<file path="config.mk">
export PLATFORM = sky130hd
export DESIGN_NAME = hamming_decoder
export DESIGN_NICKNAME = d
export VERILOG_FILES = /design/src/rtl/hamming_decoder.sv
export SDC_FILE = /design/constraint.sdc
export NUM_CORES = 1
export LEC_CHECK = 0
export BUFFER_PORTS_ARGS = -buffer_cell sky130_fd_sc_hd__buf_2
export CAP_MARGIN = 40
export CORE_MARGIN = 2
export CORE_UTILIZATION = 35
export DETAILED_ROUTE_END_ITERATION = 10
export PLACE_DENSITY = 0.63
export SYNTH_ARGS = -nofsm -noshare
export SYNTH_HDL_FRONTEND = slang
export SYNTH_SLANG_ARGS = --single-unit
</file>
<file path="constraint.sdc">
create_clock -name clk -period 4.5 [get_ports clk]
set_input_delay 0 -clock clk [delete_from_list [all_inputs] [get_ports clk]]
set_output_delay 0 -clock clk [all_outputs]
set_load 0.02 [all_outputs]
</file>
<file path="src/rtl/hamming_decoder.sv">
// Serial [7,4] Hamming decoder: collects 7 code bits, fixes a single-bit error, re-serialises 4 data bits.
// Burst starts the cycle after the 7th enabled bit; enable only gates input, output burst is free-running.
module hamming_decoder #(
    parameter bit CORRECT = 1'b1,
    parameter bit OUT_MSB = 1'b0
) (
    input  logic       clk,
    input  logic       reset,
    input  logic       enable,
    input  logic       in,
    output logic       out,
    output logic       out_valid,
    output logic       corrected,
    output logic [2:0] syndrome
);

    typedef enum logic {IDLE, SEND} state_t;

    state_t     state_q, state_d;
    logic [2:0] cnt_q, cnt_d;
    logic [5:0] shreg_q, shreg_d;
    logic [1:0] k_q, k_d;
    logic [3:0] data_q, data_d;
    logic       corrected_q, corrected_d;
    logic [2:0] syndrome_q, syndrome_d;

    logic [6:0] code;
    logic [2:0] syn;
    logic       fix;
    logic [3:0] data_fixed;
    logic       done;
    logic [1:0] idx;

    // code[i] holds wire position i+1; the live bit is position 7
    always_comb begin
        code   = {in, shreg_q};
        syn[0] = code[0] ^ code[2] ^ code[4] ^ code[6];
        syn[1] = code[1] ^ code[2] ^ code[5] ^ code[6];
        syn[2] = code[3] ^ code[4] ^ code[5] ^ code[6];
        fix    = CORRECT && (syn != 3'd0);
        data_fixed[0] = code[2] ^ (fix && (syn == 3'd3));
        data_fixed[1] = code[4] ^ (fix && (syn == 3'd5));
        data_fixed[2] = code[5] ^ (fix && (syn == 3'd6));
        data_fixed[3] = code[6] ^ (fix && (syn == 3'd7));
    end

    assign done = enable && (cnt_q == 3'd6);

    always_comb begin
        cnt_d   = cnt_q;
        shreg_d = shreg_q;
        if (enable) begin
            shreg_d = {in, shreg_q[5:1]};
            cnt_d   = done ? 3'd0 : cnt_q + 3'd1;
        end
    end

    always_comb begin
        state_d     = state_q;
        k_d         = k_q;
        data_d      = data_q;
        corrected_d = corrected_q;
        syndrome_d  = syndrome_q;
        case (state_q)
            IDLE: ;
            SEND: begin
                if (k_q == 2'd3) begin
                    state_d     = IDLE;
                    k_d         = 2'd0;
                    data_d      = 4'd0;
                    corrected_d = 1'b0;
                    syndrome_d  = 3'd0;
                end else begin
                    k_d = k_q + 2'd1;
                end
            end
            default: state_d = IDLE;
        endcase
        // a completing word always (re)starts the burst, including on the last SEND cycle
        if (done) begin
            state_d     = SEND;
            k_d         = 2'd0;
            data_d      = data_fixed;
            corrected_d = (syn != 3'd0);
            syndrome_d  = syn;
        end
    end

    always_ff @(posedge clk) begin
        if (!reset) begin
            state_q     <= IDLE;
            cnt_q       <= 3'd0;
            shreg_q     <= 6'd0;
            k_q         <= 2'd0;
            data_q      <= 4'd0;
            corrected_q <= 1'b0;
            syndrome_q  <= 3'd0;
        end else begin
            state_q     <= state_d;
            cnt_q       <= cnt_d;
            shreg_q     <= shreg_d;
            k_q         <= k_d;
            data_q      <= data_d;
            corrected_q <= corrected_d;
            syndrome_q  <= syndrome_d;
        end
    end

    assign idx       = OUT_MSB ? (2'd3 - k_q) : k_q;
    assign out_valid = (state_q == SEND);
    assign out       = out_valid ? data_q[idx] : 1'b0;
    assign corrected = corrected_q;
    assign syndrome  = syndrome_q;

endmodule

</file>
==> results of run 1 <==
[metal layers]
layer	wire [microns]	GRT usage
met5	0	0
met3	83	0.0480
met1	847	0.147
met4	34	0.0584
met2	827	0.201
[cell usage in the layout (no fill, tap or decap), drive strengths merged, types with 2 or more instances in the layout]
cell and n:
a21boi 4, a21oi 2, and2 2, and3 5, buf 9, clkbuf 3
dfxtp 20, ha 3, mux2i 11, nand2 15, nand3 5, nor2 6
nor2b 7, nor3 4, o21ai 6, xnor2 10, xor2 4
[worst max-delay path, delay by kind of cell, from the launching register on]
kind	cells	cell delay, ns
compound gates	2	0.24
xor+xnor	2	0.31
flops	1	0.53
simple gates	1	0.42
[cell families after synthesis]
| group | Yosys count | share of synthesized area |
|---|---|---|
| and+or+nand+nor | 46 | 0.211 |
| DFF | 20 | 0.376 |
| xor gates and xnor gates | 14 | 0.129 |
| AOI/OAI and AO/OA | 13 | 0.0763 |
| muxes | 12 | 0.124 |
| buffers and inverters | 8 | 0.0481 |
| adders and majority gates | 3 | 0.0352 |
[registers in the layout (all words and copies together), names as in the netlist]
name and cells:
cnt_q 3, corrected 1, shreg_q 6, syndrome 3, out_valid 1, data_q 4
idx 2
[final cells by class]
| type | count | area [sq um] |
|---|---|---|
| timing repair buffer | 9 | 45.0 |
| tap | 33 | 41.3 |
| sequential | 20 | 400 |
| clock inverter | 1 | 30.0 |
| inverter | 1 | 3.75 |
| clock buffer | 3 | 22.5 |
| fill | 317 | 1820 |
| multi-input combinational | 88 | 614 |
[cell usage after synthesis]
cell,number
o21ai_1,2
a21boi_0,4
or3_1,1
xnor2_1,9
ha_1,3
a22oi_1,1
buf_2,1
nor3_1,4
and3_2,1
xor2_2,1
xnor2_2,1
nand2b_1,1
clkbuf_1,2
nand2_1,15
and3_1,4
buf_4,1
mux4_2,1
and2_1,2
nor2b_1,7
a21oi_2,1
dfxtp_1,20
clkbuf_2,1
inv_1,1
buf_6,2
xor2_1,3
nor2_1,6
a21oi_1,1
o21ai_0,4
nand3_1,5
mux2i_1,11
[worst paths after layout]
kind,to,depth (start not counted)
max,data_q[2],5
max reg2reg,data_q[2],5
min reg2reg,data_q[2],2
min,data_q[3],3
[report_power, final]
group | switching, W | total (W) | internal [W] | leakage, nW
registers | 0.00000439 | 0.000185 | 0.000180 | 0.162
clock network | 0.0000578 | 0.000148 | 0.0000901 | 0.0279
logic | 0.0000189 | 0.0000352 | 0.0000164 | 0.281
[through the flow]
step           total power [W]  instances
2_1_floorplan         0.000218        116
3_3_place_gp          0.000223        151
3_5_place_dp          0.000224        151
4_1_cts               0.000372        155
5_1_grt               0.000385        155
6_report              0.000368        155
==> results.md, run 1 <==
- DRT iter0 DRCs: 11
- Slowest stage delay, CP: 0.53 ns
- Final Hold Slack: 0.0239 ns
- Fin Setup TNS: 0 ns
- Startpoint types: flip-flop
- Place WS: 2.90 ns
- Resize count post-CTS: 0
- Area Overhead vs Synth: 8.57%
- Root buf cell: clkbuf_4
- HPWL Detailed: 1.39 mm
- Critical path cell sequence: xor2_2, or3_1, a21oi_2, xnor2_1, o21ai_1
- Synth cell types: 30
- Crit-path max FO: 6
- CP Capture Type: flip-flop
- WL/cell: 11.6 microns
- Total gr overflow: 0
- CTS tree: built
- Register area share after synthesis: 0.376
- Die area: 3500 sq um
- Worst-Margin Slew: 0.391 ns
- H-tree depth: 1
- Rows: 20
- Worst setup path startpoint: shreg_q[5]
- Netlist Area Pre-Place: 1070 sq um
- Layout Utilization: 0.389
- Hold-fix buffers, CTS: 0
- CTS sink count: 20
- Syn_nets: 123
- Largest net degree at the start of global routing: 18
- Hold Path Class: input port to flip-flop
- DRC violations left: 0
- Crit Path Category: flip-flop to flip-flop
- Critical Path RT: 4.72 ns
- Leak: 0.471 nW
- Initial Util: 0.358
- Hold Fails Final Rpt: 0
- Largest area contributor in the netlist: dfxtp_1
- Bufs on Longest Clock Path: 2
- Die width: 59.2 microns
- Yosys warning total: 0
- Core area: 2980 sq um
- Share of cells above drive strength 1: 0.148
- Final WS setup: 2.92 ns
- Initial antenna violation count: 0
- Fin nets: 130
- N_diodes: 0
- Fin crit period: 1.58 ns
- IO Count: 10
- Rel. slew slack: 0.738
- Final setup viols: 0
- Post-Syn Instances: 116
- Hold Path Origin: reset
- Avg Cell Area, Syn: 9.19 sq um
- Reg2Reg Setup Slack: 2.92 ns
- Yosys reg bits: 20
- Dpl cell area: 1100 sq um
- Post-DRT Antenna Nets: 0
- Final Cell Area: 1160 sq um
- Pre-antenna DRT Iters: 4
- R2r startpoint: shreg_q[5]
- Worst clock skew: 0.0131 ns
- Max Cap Viol: 0
- GR Util All Layers: 0.126
- Via count: 766
- Top post-synthesis cells by area: dfxtp_1, mux2i_1, xnor2_1, nand2_1, nor2b_1
- CTS Buf Count: 3
- Fin crit share: 0.352
- Final Routed Wirelength: 1.79 mm
- Post-synth top area share: 0.376
- WP data arrival: 1.80 ns
- Crit-path slowest cell: dfxtp_1
- Slew Limit Fails: 0
- Clock Latency Late Sink: 0.31 ns
- Post-CTS Setup Bufs: 0
- Drt via density: 4.94
- Worst VDD drop: 208 uV
- Vias in the first global route: 734
- I/O Buffers: 9
- CTS clk-pin slew, worst paths: 0.12 ns
- RSZ-0062 raised after global routing: no
- Die height: 59.2 microns
- Status: finished, final reports clean
- First-pass GRT wire length: 3.26 mm
- Max Clk Rate: 631 MHz
- Cell Pwr Density: 318 nW/um^2
- Routability cong.: 0.720
Power figures use the tool's default switching activity.
==> run 2: changes to the inputs <==
--- a/config.mk
+++ b/config.mk
@@ -5,12 +5,13 @@
 export SDC_FILE = /design/constraint.sdc
 export NUM_CORES = 1
 export LEC_CHECK = 0
+export ABC_AREA = 1
 export BUFFER_PORTS_ARGS = -buffer_cell sky130_fd_sc_hd__buf_2
 export CAP_MARGIN = 40
 export CORE_MARGIN = 2
 export CORE_UTILIZATION = 35
 export DETAILED_ROUTE_END_ITERATION = 10
-export PLACE_DENSITY = 0.63
+export PLACE_DENSITY = 0.65
 export SYNTH_ARGS = -nofsm -noshare
 export SYNTH_HDL_FRONTEND = slang
 export SYNTH_SLANG_ARGS = --single-unit
==> constraint.sdc (replaced) <==
create_clock -name clk -period 1.4 [get_ports clk]
set_input_delay 0 -clock clk [delete_from_list [all_inputs] [get_ports clk]]
set_output_delay 0 -clock clk [all_outputs]
set_load 0.02 [all_outputs]
==> results.md, run 2 <==
- Hold Path Class: input port to flip-flop (unchanged)
- N_diodes: 0 (unchanged)
- Crit-path max FO: 8 (was 6)
- Via count: 988 (was 766)
- Biggest regs: shreg_q: 6 flops, data_q: 4 flops (unchanged)
- Number of flops mapped to enable cells by yosys: 0 (unchanged)
- Asr flop ratio synth: 0 (unchanged)
- Fin nets: 173 (was 130)
- Status: finished, violations left (was finished, final reports clean)
- Max Cap Viol: 0 (unchanged)
- Met3 GRT Util: 0.0330 (was 0.0480)
- Final setup viols: 0 (unchanged)
- Worst clock skew: 0.00174 ns (was 0.0131 ns)
- Synth cell count leaders: nand2_1, dfxtp_1, a21oi_1 (was dfxtp_1, nand2_1, mux2i_1)
- Syn_nets: 160 (was 123)
- Pre-antenna DRT Iters: 7 (was 4)
- Top post-synthesis cells by area: dfxtp_1, nand2_1, a21oi_1, nand2_2, nand3_1 (was dfxtp_1, mux2i_1, xnor2_1, nand2_1, nor2b_1)
- RSZ-0062 raised after global routing: no (unchanged)
- Failing checks: DRC
- Largest area contributor in the netlist: dfxtp_1 (unchanged)
- Final Routed Wirelength: 2.04 mm (was 1.79 mm)
- Initial antenna violation count: 0 (unchanged)
- Rel. slew slack: 0.824 (was 0.738)
- Largest net degree at the start of global routing: 17 (was 18)
- Post-Syn Instances: 153 (was 116)
- DRC violations left: 2 (was 0)
- Die height: 58.9 microns (was 59.2 microns)
- H-tree depth: 1 (unchanged)
- Top reg by flops: shreg_q (unchanged)
- Critical Path RT: 1.65 ns (was 4.72 ns)
- Startpoint types: flip-flop (unchanged)
- Crit-path slowest cell: dfxtp_2 (was dfxtp_1)
- Drt via density: 5.04 (was 4.94)
- Register area share after synthesis: 0.379 (was 0.376)
- CTS clk-pin slew, worst paths: 0.12 ns (about the same)
- Avg Cell Area, Syn: 6.90 sq um (was 9.19 sq um)
- I/O Buffers: 9 (unchanged)
- Synth cell types: 24 (was 30)
- Most frequent cells in the layout: nand2_1, a21oi_1, dfxtp_1 (was dfxtp_1, nand2_1, mux2i_1)
- XOR/XNOR share of the synthesized area: 0.0249 (was 0.129)
- Fin Setup TNS: 0 ns (unchanged)
- Max Clk Rate: 791 MHz (was 631 MHz)
- Slowest stage delay, CP: 0.40 ns (was 0.53 ns)
- Critical path cell sequence: inv_2, nand2_1, nand2_2, nand2_1, nand2_4, nor2_2, nand2_1, nand2_1, nand3_2, a21oi_2 (was xor2_2, or3_1, a21oi_2, xnor2_1, o21ai_1)
- Post-DRT Antenna Nets: 0 (unchanged)
- Multiplexer share of the synthesized area: 0 (was 0.124)
- Clock Latency Late Sink: 0.31 ns (about the same)
- Initial Util: 0.376 (was 0.358)
- Leak: 0.519 nW (was 0.471 nW)
- Worst-Margin Slew: 0.262 ns (was 0.391 ns)
- WP data arrival: 1.51 ns (was 1.80 ns)
- Synth Area in Compound Gates: 0.153 (was 0.0763)
- Main combinational cell family by area after synthesis: simple AND/OR/NAND/NOR gates (unchanged)
- WL/cell: 10.4 microns (was 11.6 microns)
- Hold Fails Final Rpt: 0 (unchanged)
- Post-CTS Setup Bufs: 0 (unchanged)
- Netlist Area Pre-Place: 1060 sq um (was 1070 sq um)
- DRT iter0 DRCs: 36 (was 11)
- Prevailing post-synth register cell: dfxtp_1 (unchanged)
- Cell Pwr Density: 1060 nW/um^2 (was 318 nW/um^2)
- Root buf cell: clkbuf_4 (unchanged)
- M1 GR Usage: 0.180 (was 0.147)
- Met2 track demand over resource: 0.229 (was 0.201)
- Yosys reg bits: 20 (unchanged)
- Commonest non-fill, non-tap cell in the layout: nand2_1 (was dfxtp_1)
- Vias in the first global route: 922 (was 734)
- Core area: 2810 sq um (was 2980 sq um)
- Routability cong.: 0.823 (was 0.720)
- Place WS: 0.0982 ns (was 2.90 ns)
- Most frequent CP cell: nand2_1
- First-pass GRT wire length: 3.84 mm (was 3.26 mm)
- CTS sink count: 20 (unchanged)
- CTS tree: built (unchanged)
- Most instantiated library cell after synthesis: nand2_1 (was dfxtp_1)
- GR Util All Layers: 0.140 (was 0.126)
- Yosys warning total: 0 (unchanged)
- Total gr overflow: 0 (unchanged)
- Worst VDD drop: 546 uV (was 208 uV)
- Max FFs per register: 6 (unchanged)
- Share of cells above drive strength 1: 0.248 (was 0.148)
- Crit Path Category: flip-flop to flip-flop (unchanged)
- Fin crit share: 0.903 (was 0.352)
- Fin crit period: 1.26 ns (was 1.58 ns)
- HPWL Detailed: 1.53 mm (was 1.39 mm)
- Slew Limit Fails: 0 (unchanged)
- CTS Buf Count: 3 (unchanged)
- FF-to-FF path depth: 10 (was 5)
- WHS Path Cells: 2 (was 3)
- Rows: 19 (was 20)
- Final WS setup: 0.136 ns (was 2.92 ns)
- Bufs on Longest Clock Path: 2 (unchanged)
- Most Used Layer, Global Route: met2 (unchanged)
- CP Capture Type: flip-flop (unchanged)
- Die area: 3470 sq um (was 3500 sq um)
- IO Count: 10 (unchanged)
- Post-synth top area share: 0.379 (was 0.376)
- Die width: 58.9 microns (was 59.2 microns)
- Post-synthesis simple-gate area fraction: 0.339 (was 0.211)
- Area Overhead vs Synth: 14.7% (was 8.57%)
- Synth Area in Adders: 0.0355 (was 0.0352)
-- run 2: routing by layer --
| layer | part of all wire | vias up |
|---|---|---|
| met4 | 0.0064 | 0 |
| met5 | 0 | - |
| met1 | 0.49 | 449 |
| li1 | - | 518 |
| met2 | 0.47 | 19 |
| met3 | 0.037 | 2 |
-- run 2: layout make-up --
class / count / area (sq um)
sequential: 20 / 407
multi-input combinational: 114 / 588
fill: 288 / 1590
timing repair buffer: 11 / 65.1
clock buffer: 3 / 22.5
clock inverter: 1 / 30.0
tap: 31 / 38.8
inverter: 16 / 60.1
-- run 2: where the power goes --
group	internal [W]	total, W	switching [W]
logic	0.0000650	0.000190	0.000125
registers	0.000589	0.000607	0.0000183
clock network	0.000289	0.000484	0.000195
-- run 2: worst paths after layout --
| path | start | to | slack [ns] |
|---|---|---|---|
| hold / removal | enable | shreg_q[2] | 0.05 |
| setup reg to reg | shreg_q[5] | data_q[1] | 0.14 |
| hold reg to reg | syndrome[2] | syndrome[2] | 0.47 |
| setup / recovery | shreg_q[5] | data_q[1] | 0.14 |
-- run 2: metrics by stage --
step / hold slack [ns] / utilization / instance area (sq um) / instances / total power, W
after detailed placement: 0.337 / 0.402 / 1130 / 190 / 0.000800
after global placement: 0.319 / 0.402 / 1130 / 190 / 0.000796
after floorplan: 0.162 / - / 1060 / 153 / 0.000766
after CTS: 0.0443 / 0.428 / 1200 / 196 / 0.00129
after global routing: 0.0813 / 0.432 / 1210 / 196 / 0.00135
final: 0.0539 / 0.432 / 1210 / 196 / 0.00128
-- run 2: cell families after synthesis --
kind of cell / Yosys count
xor+xnor: 3
buf+inv: 19
simple gates: 79
fa+ha+maj: 3
compound gates: 29
flops: 20
-- run 2: worst max-delay path: cells and delay by family (launching register included) --
family	cells	cell delay [ns]
simple gates	8	0.60
compound gates	1	0.12
flops	1	0.40
buf+inv	1	0.08
-- run 2: timing repair --
item / CTS / global route
resized for setup: 0 / 6
hold endpoints to repair: 3 / 0
hold buffers: 2 / 0
endpoints found under the setup margin: 0 / 10
